$ cat src/rtl/toggle_hs_rx_if.sv
// rtl/toggle_hs_rx_if.sv - toggle handshake and output stream bundle
//
// Purpose: groups the sender-side toggle handshake and the consumer-side
// valid/ready word port of toggle_hs_rx into one bundle.
// Signals:
//   req_tgl    sender request toggle, one transition per word (async to clk)
//   data_in    sender word, stable while a request is outstanding
//   ack_tgl    receiver acknowledge toggle
//   dout       captured word
//   dout_valid dout holds an unconsumed word
//   dout_ready consumer accepts dout
// Modports:
//   master  environment side (sender and consumer)
//   slave   receiver side (toggle_hs_rx)
interface toggle_hs_rx_if #(
  parameter int DATA_W = 8
);
  logic              req_tgl;
  logic [DATA_W-1:0] data_in;
  logic              ack_tgl;
  logic [DATA_W-1:0] dout;
  logic              dout_valid;
  logic              dout_ready;

  modport master (
    output req_tgl,
    output data_in,
    input  ack_tgl,
    input  dout,
    input  dout_valid,
    output dout_ready
  );

  modport slave (
    input  req_tgl,
    input  data_in,
    output ack_tgl,
    output dout,
    output dout_valid,
    input  dout_ready
  );
endinterface

$ cat src/rtl/toggle_hs_rx.sv
// rtl/toggle_hs_rx.sv - two-phase toggle handshake receiver
//
// Purpose: synchronizes a remote request toggle, captures the sender word and
// offers it on a valid/ready port; flips the acknowledge toggle once the word
// is consumed.
// Ports:
//   clk        single clock, rising edge
//   rst        synchronous active-high reset
//   hs         toggle_hs_rx_if.slave: req_tgl/data_in in, ack_tgl out,
//              dout/dout_valid out, dout_ready in
//   word_cnt   consumed word count, wraps 255 -> 0
//   proto_err  sticky, sender toggled again before the acknowledge
module toggle_hs_rx #(
  parameter int DATA_W      = 8,
  parameter int SYNC_STAGES = 2
) (
  input  logic          clk,
  input  logic          rst,
  toggle_hs_rx_if.slave hs,
  output logic [7:0]    word_cnt,
  output logic          proto_err
);

  typedef enum logic {
    IDLE,
    HOLD
  } state_t;

  state_t                 state_q, state_d;
  logic [SYNC_STAGES-1:0] sync_q, sync_d;
  logic                   ack_q, ack_d;
  logic [DATA_W-1:0]      dout_q, dout_d;
  logic                   valid_q, valid_d;
  logic [7:0]             cnt_q, cnt_d;
  logic                   err_q, err_d;
  logic                   absorb_q, absorb_d;

  logic req_s;
  logic pending;

  assign req_s   = sync_q[SYNC_STAGES-1];
  assign pending = (req_s != ack_q);

  always_ff @(posedge clk) begin
    if (rst) begin
      state_q  <= IDLE;
      sync_q   <= '0;
      ack_q    <= 1'b0;
      dout_q   <= '0;
      valid_q  <= 1'b0;
      cnt_q    <= 8'd0;
      err_q    <= 1'b0;
      absorb_q <= 1'b0;
    end else begin
      state_q  <= state_d;
      sync_q   <= sync_d;
      ack_q    <= ack_d;
      dout_q   <= dout_d;
      valid_q  <= valid_d;
      cnt_q    <= cnt_d;
      err_q    <= err_d;
      absorb_q <= absorb_d;
    end
  end

  always_comb begin
    state_d  = state_q;
    sync_d   = {sync_q[SYNC_STAGES-2:0], hs.req_tgl};
    ack_d    = ack_q;
    dout_d   = dout_q;
    valid_d  = valid_q;
    cnt_d    = cnt_q;
    err_d    = err_q;
    absorb_d = absorb_q;

    case (state_q)
      IDLE: begin
        if (pending) begin
          if (absorb_q) begin
            // Leftover extra toggle from a violation: answer it with an
            // acknowledge flip so the sender is back in step, but deliver
            // nothing.
            ack_d    = ~ack_q;
            absorb_d = 1'b0;
          end else begin
            dout_d  = hs.data_in;
            valid_d = 1'b1;
            state_d = HOLD;
          end
        end else begin
          absorb_d = 1'b0;
        end
      end

      HOLD: begin
        if (!pending) begin
          err_d = 1'b1;
        end
        if (valid_q && hs.dout_ready) begin
          valid_d = 1'b0;
          ack_d   = ~ack_q;
          cnt_d   = cnt_q + 8'd1;
          state_d = IDLE;
          // Absorb only if the extra toggle was already visible before this
          // accept edge; one arriving exactly on the accept edge is taken as
          // the next word.
          absorb_d = absorb_q & ~pending;
        end else begin
          absorb_d = ~pending;
        end
      end

      default: begin
        state_d = IDLE;
      end
    endcase
  end

  assign hs.ack_tgl    = ack_q;
  assign hs.dout       = dout_q;
  assign hs.dout_valid = valid_q;
  assign word_cnt      = cnt_q;
  assign proto_err     = err_q;

endmodule
$ cat src/flat_wrapper.sv
// flat-port wrapper written by rule: the top's interface ports become plain ports
module toggle_hs_rx_flat 
#(
  parameter int DATA_W      = 8,
  parameter int SYNC_STAGES = 2
)
  (clk, rst, word_cnt, proto_err, hs_req_tgl, hs_data_in, hs_ack_tgl, hs_dout, hs_dout_valid, hs_dout_ready);
  toggle_hs_rx_if #(.DATA_W(DATA_W)) hs_i ();
  input  logic clk;
  input  logic rst;
  output logic [7:0] word_cnt;
  output logic proto_err;
  input wire logic [$bits(hs_i.req_tgl)-1:0] hs_req_tgl;
  input wire logic [$bits(hs_i.data_in)-1:0] hs_data_in;
  output wire logic [$bits(hs_i.ack_tgl)-1:0] hs_ack_tgl;
  output wire logic [$bits(hs_i.dout)-1:0] hs_dout;
  output wire logic [$bits(hs_i.dout_valid)-1:0] hs_dout_valid;
  input wire logic [$bits(hs_i.dout_ready)-1:0] hs_dout_ready;
  assign hs_i.req_tgl = hs_req_tgl;
  assign hs_i.data_in = hs_data_in;
  assign hs_ack_tgl = hs_i.ack_tgl;
  assign hs_dout = hs_i.dout;
  assign hs_dout_valid = hs_i.dout_valid;
  assign hs_i.dout_ready = hs_dout_ready;
  toggle_hs_rx #(.DATA_W(DATA_W), .SYNC_STAGES(SYNC_STAGES)) u_core (.clk(clk), .rst(rst), .hs(hs_i), .word_cnt(word_cnt), .proto_err(proto_err));
endmodule
$ cat config.mk
export PLATFORM = sky130hd
export DESIGN_NAME = toggle_hs_rx_flat
export DESIGN_NICKNAME = d
export VERILOG_FILES = /design/src/rtl/toggle_hs_rx_if.sv /design/src/rtl/toggle_hs_rx.sv /design/src/flat_wrapper.sv
export SDC_FILE = /design/constraint.sdc
export NUM_CORES = 1
export LEC_CHECK = 0
export CAP_MARGIN = 20
export CORE_MARGIN = 8
export CORE_UTILIZATION = 35
export CTS_CLUSTER_SIZE = 14
export DETAILED_ROUTE_END_ITERATION = 10
export HOLD_SLACK_MARGIN = 0.08
export SLEW_MARGIN = 20
export SYNTH_ARGS = -nofsm -noshare
export SYNTH_HDL_FRONTEND = slang
export SYNTH_SLANG_ARGS = --single-unit
export TNS_END_PERCENT = 1
$ cat constraint.sdc
create_clock -name clk -period 2.1 [get_ports clk]
set_clock_uncertainty 0.2 [all_clocks]
set_input_delay 0.63 -clock clk [delete_from_list [all_inputs] [get_ports clk]]
set_output_delay 0.63 -clock clk [all_outputs]
set_load 0.01 [all_outputs]
==> results.cfg, run 1 <==
[synthesis]
synth_area_um2 = 945
synthFlopType = dfxtp_1
yosys-top-cells-count = 23 x dfxtp_1, 16 x a21oi_1, 12 x nand3_1
synth_cells = 104
synth_area_per_cell_um2 = 9.08
yosysWarnings = 0
synth.ff_latch_count = 23
yosysTopAreaCell = dfxtp_1
synth_top_cells_by_area = dfxtp_1 49%, a21oi_1 8.5%, nand3_1 6.4%, o21ai_1 5.3%, nand2_1 2.8%
synth.top_cell.area_share_pct = 48.7
async_flop_share_pct = 0
ys_seq_area_share_pct = 48.7
ys_types = 26
synth_edf_count = 0
synth_fp_nets = 117
yosys.cell_count.top_type = dfxtp_1

[worst_setup_path]
critPathKind = reg -> out
critPathBufInv = 1
rr_worst_depth = 4
r2r-end = u_core.word_cnt[6]
path_cells = clkdlybuf4s50_1
cpPeakStageDelay_ps = 540
worstSetupEndpointType = primary output
crit_required_ps = 1270
slowest_stage = clkdlybuf4s50_1
worst_r2r_startpoint = u_core.word_cnt[0]
cp_top_family = buffers and inverters
crit_arrival_ps = 1210
crit_fanout = 4
cp-start-kind = flop
ff2ff_setup_slack_ps = 480

[min_path]
hold_end = u_core.sync_q[1]
hold-path-cell-count = 1
worstHoldStart = u_core.sync_q[0]
hold_class = reg -> reg

[cts]
cts_tree = done
root_buffer = clkbuf_4
clk_path_buf_depth = 2
clkTransAtPathRegs_ps = 120
ctsResizeCount = 7
clk_latency_ps = 300
numCtsBuffers = 3
cts_max_level = 1
postCtsSetupBuffers = 0
cts_sinks = 23
cts_hold_buf = 0

[floorplan]
dieWidth_um = 68.0
rows = 19
dieArea_um2 = 4620
pin_count = 31
start_util_pct = 35.5
core_um2 = 2660
die_h_um = 68.0

[finish]
drive_gt1_share_pct = 15.0
antenna_cells = 0
final_cell_area_um2 = 1360
syn2layout_area_growth_pct = 43.8
layout.nets = 154
fin_util_pct = 51.0

[route]
ant_nets = 0
drt-initial-drc-count = 58
drt-total-wl_um = 2210
dr.pass1.iters = 4
drcViolationCount = 0
vias = 848
post_drt_wl_per_cell_um = 12.9
avgViaCountPerCell = 4.96

[timing]
min_period_ps = 2040
hold_violations = 0
fin_crit_sh_pct = 96.9
setup_slack_ps = 64.5
fmax_mhz = 491
tightest_slew_ps = 565
relSlewSlack_pct = 62.2
rsz0062_at_grt = no
hold_slack_ps = 249
setup_viol = 0
finalMaxSlewViolations = 0

[global_routing]
grt_pass1_wl_um = 3650
antenna_found_initial = 0
grt_pass1_vias = 817
overflow = 0
grt_use_total_pct = 9.85
grt_max_degree = 17

[placed_design]
dp.final_hpwl_um = 1660
io_buffers = 30
globalplace.congestion = 0.716
dpl-instance-area_um2 = 1300
dp_slack_ps = -213

[pwr]
ir_drop_uv = 347
leakage_uw = 0.000594
power_density_nw_per_um2 = 554
power_uw = 752

[flow_run]
cap_violations = 0

[run_status]
status = finished clean
-- cells in the final DEF (no fill, tap or decap) --
cell type,netlist,layout
a21oi_1,16,16
buf_4,0,7
clkbuf_1,3,1
clkbuf_4,0,3
clkdlybuf4s50_1,0,22
dfxtp_1,23,16
dfxtp_2,0,5
dfxtp_4,0,2
dlygate4sd2_1,0,1
dlymetal6s2s_1,0,7
ha_1,1,1
inv_1,1,1
mux2_2,1,1
mux2i_1,1,1
nand2_1,7,7
nand2b_1,1,1
nand3_1,12,12
nand3_4,1,1
nand4_1,1,1
nor2_1,7,7
nor2b_1,3,3
nor4_1,1,1
o211ai_1,1,1
o21ai_1,10,10
o22a_1,1,1
o31ai_1,2,2
or2_1,1,1
or3_1,2,2
or4_1,2,2
xnor2_2,1,1
xor2_1,2,2
xor2_2,1,1
-- power breakdown --
group / internal [uW] / leakage, uW / switching (uW)
sequential: 448 / 0.000191 / 9.62
combinational: 53.1 / 0.000389 / 46.8
clock: 73.8 / 0.0000150 / 121
total: 574 / 0.000594 / 178
-- state kept, by name, indices dropped and copies added, names as in the netlist --
| register | cells |
|---|---|
| u_core.absorb_q | 1 |
| u_core.hs.ack_tgl | 1 |
| u_core.hs.dout | 8 |
| u_core.hs.dout_valid | 1 |
| u_core.proto_err | 1 |
| u_core.state_q | 1 |
| u_core.sync_q | 2 |
| u_core.word_cnt | 8 |
-- stage by stage --
step	TNS (ps)	instances
3_3_place_gp	-472	167
3_5_place_dp	-692	167
6_report	0	171
4_1_cts	0	171
5_1_grt	0	171
2_1_floorplan	0	104
-- worst reg2reg max path, stage by stage (launching register included) --
cell	delay (ps)
dfxtp_2	390
ha_1	190
nand3_1	150
or4_1	490
a21oi_1	140
-- kinds of logic (layout without fill, tap and decap cells) --
kind of cell    after synthesis  count (layout)  share of synthesized area, %
compound gates               30              30                          17.1
xor+xnor                      4               4                          5.30
fa+ha+maj                     1               1                          1.32
buf+inv                       6              42                          3.97
flops                        23              23                          48.7
mux                           2               2                          2.25
simple gates                 38              38                          21.3
-- how the worst max path moves through the flow --
stage,cells after the start,slack [ps],end,start
2_1_floorplan,3,430,u_core.word_cnt[7],hs_dout_ready
3_3_place_gp,4,-170,u_core.word_cnt[7],hs_dout_ready
3_5_place_dp,4,-210,u_core.word_cnt[7],hs_dout_ready
4_1_cts,1,6,word_cnt[6],u_core.word_cnt[6]
5_1_grt,1,10,word_cnt[6],u_core.word_cnt[6]
6_report,1,60,word_cnt[6],u_core.word_cnt[6]
-- metal layers --
metal	global-route usage [%]	vias to the layer above	wire, um
li1	-	441	-
met1	12.2	378	1040
met2	15.4	27	903
met3	4.42	2	259
met4	2.30	0	10
met5	0	-	0
-- final cells by class --
| cell class | instances | area, um2 |
|---|---|---|
| fill | 266 | 1300 |
| sequential | 23 | 474 |
| multi-input combinational | 75 | 447 |
| timing repair buffer | 37 | 369 |
| tap | 31 | 38.8 |
| clock buffer | 4 | 26.3 |
| inverter | 1 | 3.75 |
No activity file was read; power rests on OpenSTA's default activity.
==> run 2, diff against run 1 <==
Settings changed: REMOVE_ABC_BUFFERS from default to 1.
==> run 2 against run 1 <==
Against the previous run:
- global-route usage up 0.19 points
- design area about the same
- fmax about the same
- setup slack worse by 1.9 ps
- first-iteration DRC count decreased by 59%
- utilization about the same
- hold slack better by 4.8 ps
- combinational power is 0.9% lower
- register-to-register slack improved by 30 ps
- largest cell class unchanged
- largest power group unchanged
- highest routed layer is now met3
==> results.cfg, run 2 (synthesized netlist as in run 1, its figures left out) <==
[worst_setup_path]
cpPeakStageDelay_ps = 550
crit_arrival_ps = 1210
r2r-end = u_core.word_cnt[6]
crit_fanout = 2
crit_required_ps = 1270
ff2ff_setup_slack_ps = 510
slowest_stage = clkdlybuf4s50_1
worstSetupEndpointType = primary output
critPathBufInv = 1
path_cells = clkdlybuf4s50_1
critPathKind = reg -> out
worst_r2r_startpoint = u_core.word_cnt[0]
cp-start-kind = flop
rr_worst_depth = 4
cp_top_family = buffers and inverters

[route]
dr.pass1.iters = 4
ant_nets = 0
drt-initial-drc-count = 24
avgViaCountPerCell = 5.02
post_drt_wl_per_cell_um = 12.9
vias = 859
drt-total-wl_um = 2200
drcViolationCount = 0

[min_path]
hold_class = reg -> reg
hold_end = u_core.sync_q[1]
hold-path-cell-count = 1
worstHoldStart = u_core.sync_q[0]

[timing]
hold_violations = 0
tightest_slew_ps = 560
finalMaxSlewViolations = 0
rsz0062_at_grt = no
setup_viol = 0
min_period_ps = 2040
fmax_mhz = 491
relSlewSlack_pct = 62.5
fin_crit_sh_pct = 97.0
hold_slack_ps = 254

[placed_design]
io_buffers = 30
dp.final_hpwl_um = 1650
dp_cells = 167
globalplace.congestion = 0.688

[finish]
layout.nets = 154
final_common_cell = clkdlybuf4s50_1
fin_util_pct = 51.0
fin_cells = 171
fillers = 281
antenna_cells = 0
drive_gt1_share_pct = 15.7
mostFrequentLayoutCells = 22 x clkdlybuf4s50_1, 16 x a21oi_1, 16 x dfxtp_1
syn2layout_area_growth_pct = 43.7

[cts]
ctsResizeCount = 9
cts_tree = done
clk_path_buf_depth = 2
clk_latency_ps = 300
postCtsSetupBuffers = 0
cts_sinks = 23
cts_max_level = 1
root_buffer = clkbuf_4
cts_hold_buf = 0
numCtsBuffers = 3
clkTransAtPathRegs_ps = 130

[global_routing]
grt_use_total_pct = 10.0
overflow = 0
grt_max_degree = 14
antenna_found_initial = 0
grt_pass1_wl_um = 3730
grt_pass1_vias = 860

[floorplan]
die_h_um = 68.0
pin_count = 31
dieArea_um2 = 4620
dieWidth_um = 68.0
start_util_pct = 35.5
core_um2 = 2660
rows = 19

[pwr]
power_density_nw_per_um2 = 559
ir_drop_uv = 355
leakage_uw = 0.000598

[run_status]
status = finished clean

[flow_run]
cap_violations = 0
run 2: area by class of cell:
class	instances	area, um2	area share [%]
Sequential cell	23	472	34.7
Multi-Input combinational cell	75	447	32.9
Timing Repair Buffer	37	369	27.2
Tap cell	31	38.8	2.86
Clock buffer	3	22.5	1.66
Clock inverter	1	5.00	0.369
Inverter	1	3.75	0.276
run 2: power by group:
| part | leakage [uW] | switching [uW] | internal, uW |
|---|---|---|---|
| clock network | 0.0000177 | 129 | 70.9 |
| logic | 0.000390 | 46.2 | 52.8 |
| registers | 0.000190 | 9.81 | 450 |
| total | 0.000598 | 185 | 573 |
run 2: per-layer routing:
layer / wire length [um] / vias to the layer above / global-route usage (%)
met4: 0 / 0 / 3.07
met5: 0 / - / 0
met3: 264 / 0 / 4.91
met2: 908 / 26 / 16.2
li1: - / 444 / -
met1: 1030 / 389 / 11.5
run 2: worst register-to-register path: cells and delay by family, from the launching register on:
| kind | cells | cell delay (ps) |
|---|---|---|
| simple gates | 2 | 620 |
| fa+ha+maj | 1 | 180 |
| compound gates | 1 | 140 |
| flops | 1 | 390 |
run 2: worst max-delay path by stage:
stage                       startpoint            endpoint  slack [ps]  cells past startpoint
global route        u_core.word_cnt[2]         word_cnt[2]           7                      1
CTS                 u_core.word_cnt[5]         word_cnt[5]          10                      1
detailed placement       hs_dout_ready  u_core.word_cnt[7]        -180                      4
global placement         hs_dout_ready  u_core.word_cnt[7]        -160                      4
finish               u_core.hs.dout[5]          hs_dout[5]          60                      1
floorplan                hs_dout_ready  u_core.word_cnt[7]         370                      3
run 2: per-stage QoR:
step	setup TNS (ps)	area, um2	total power (uW)	setup WS (ps)
after floorplan	0	911	507	367
after CTS	0	1340	774	13.6
final	0	1360	759	62.6
after global placement	-440	1300	569	-165
after global routing	0	1360	805	6.90
after detailed placement	-541	1300	570	-182
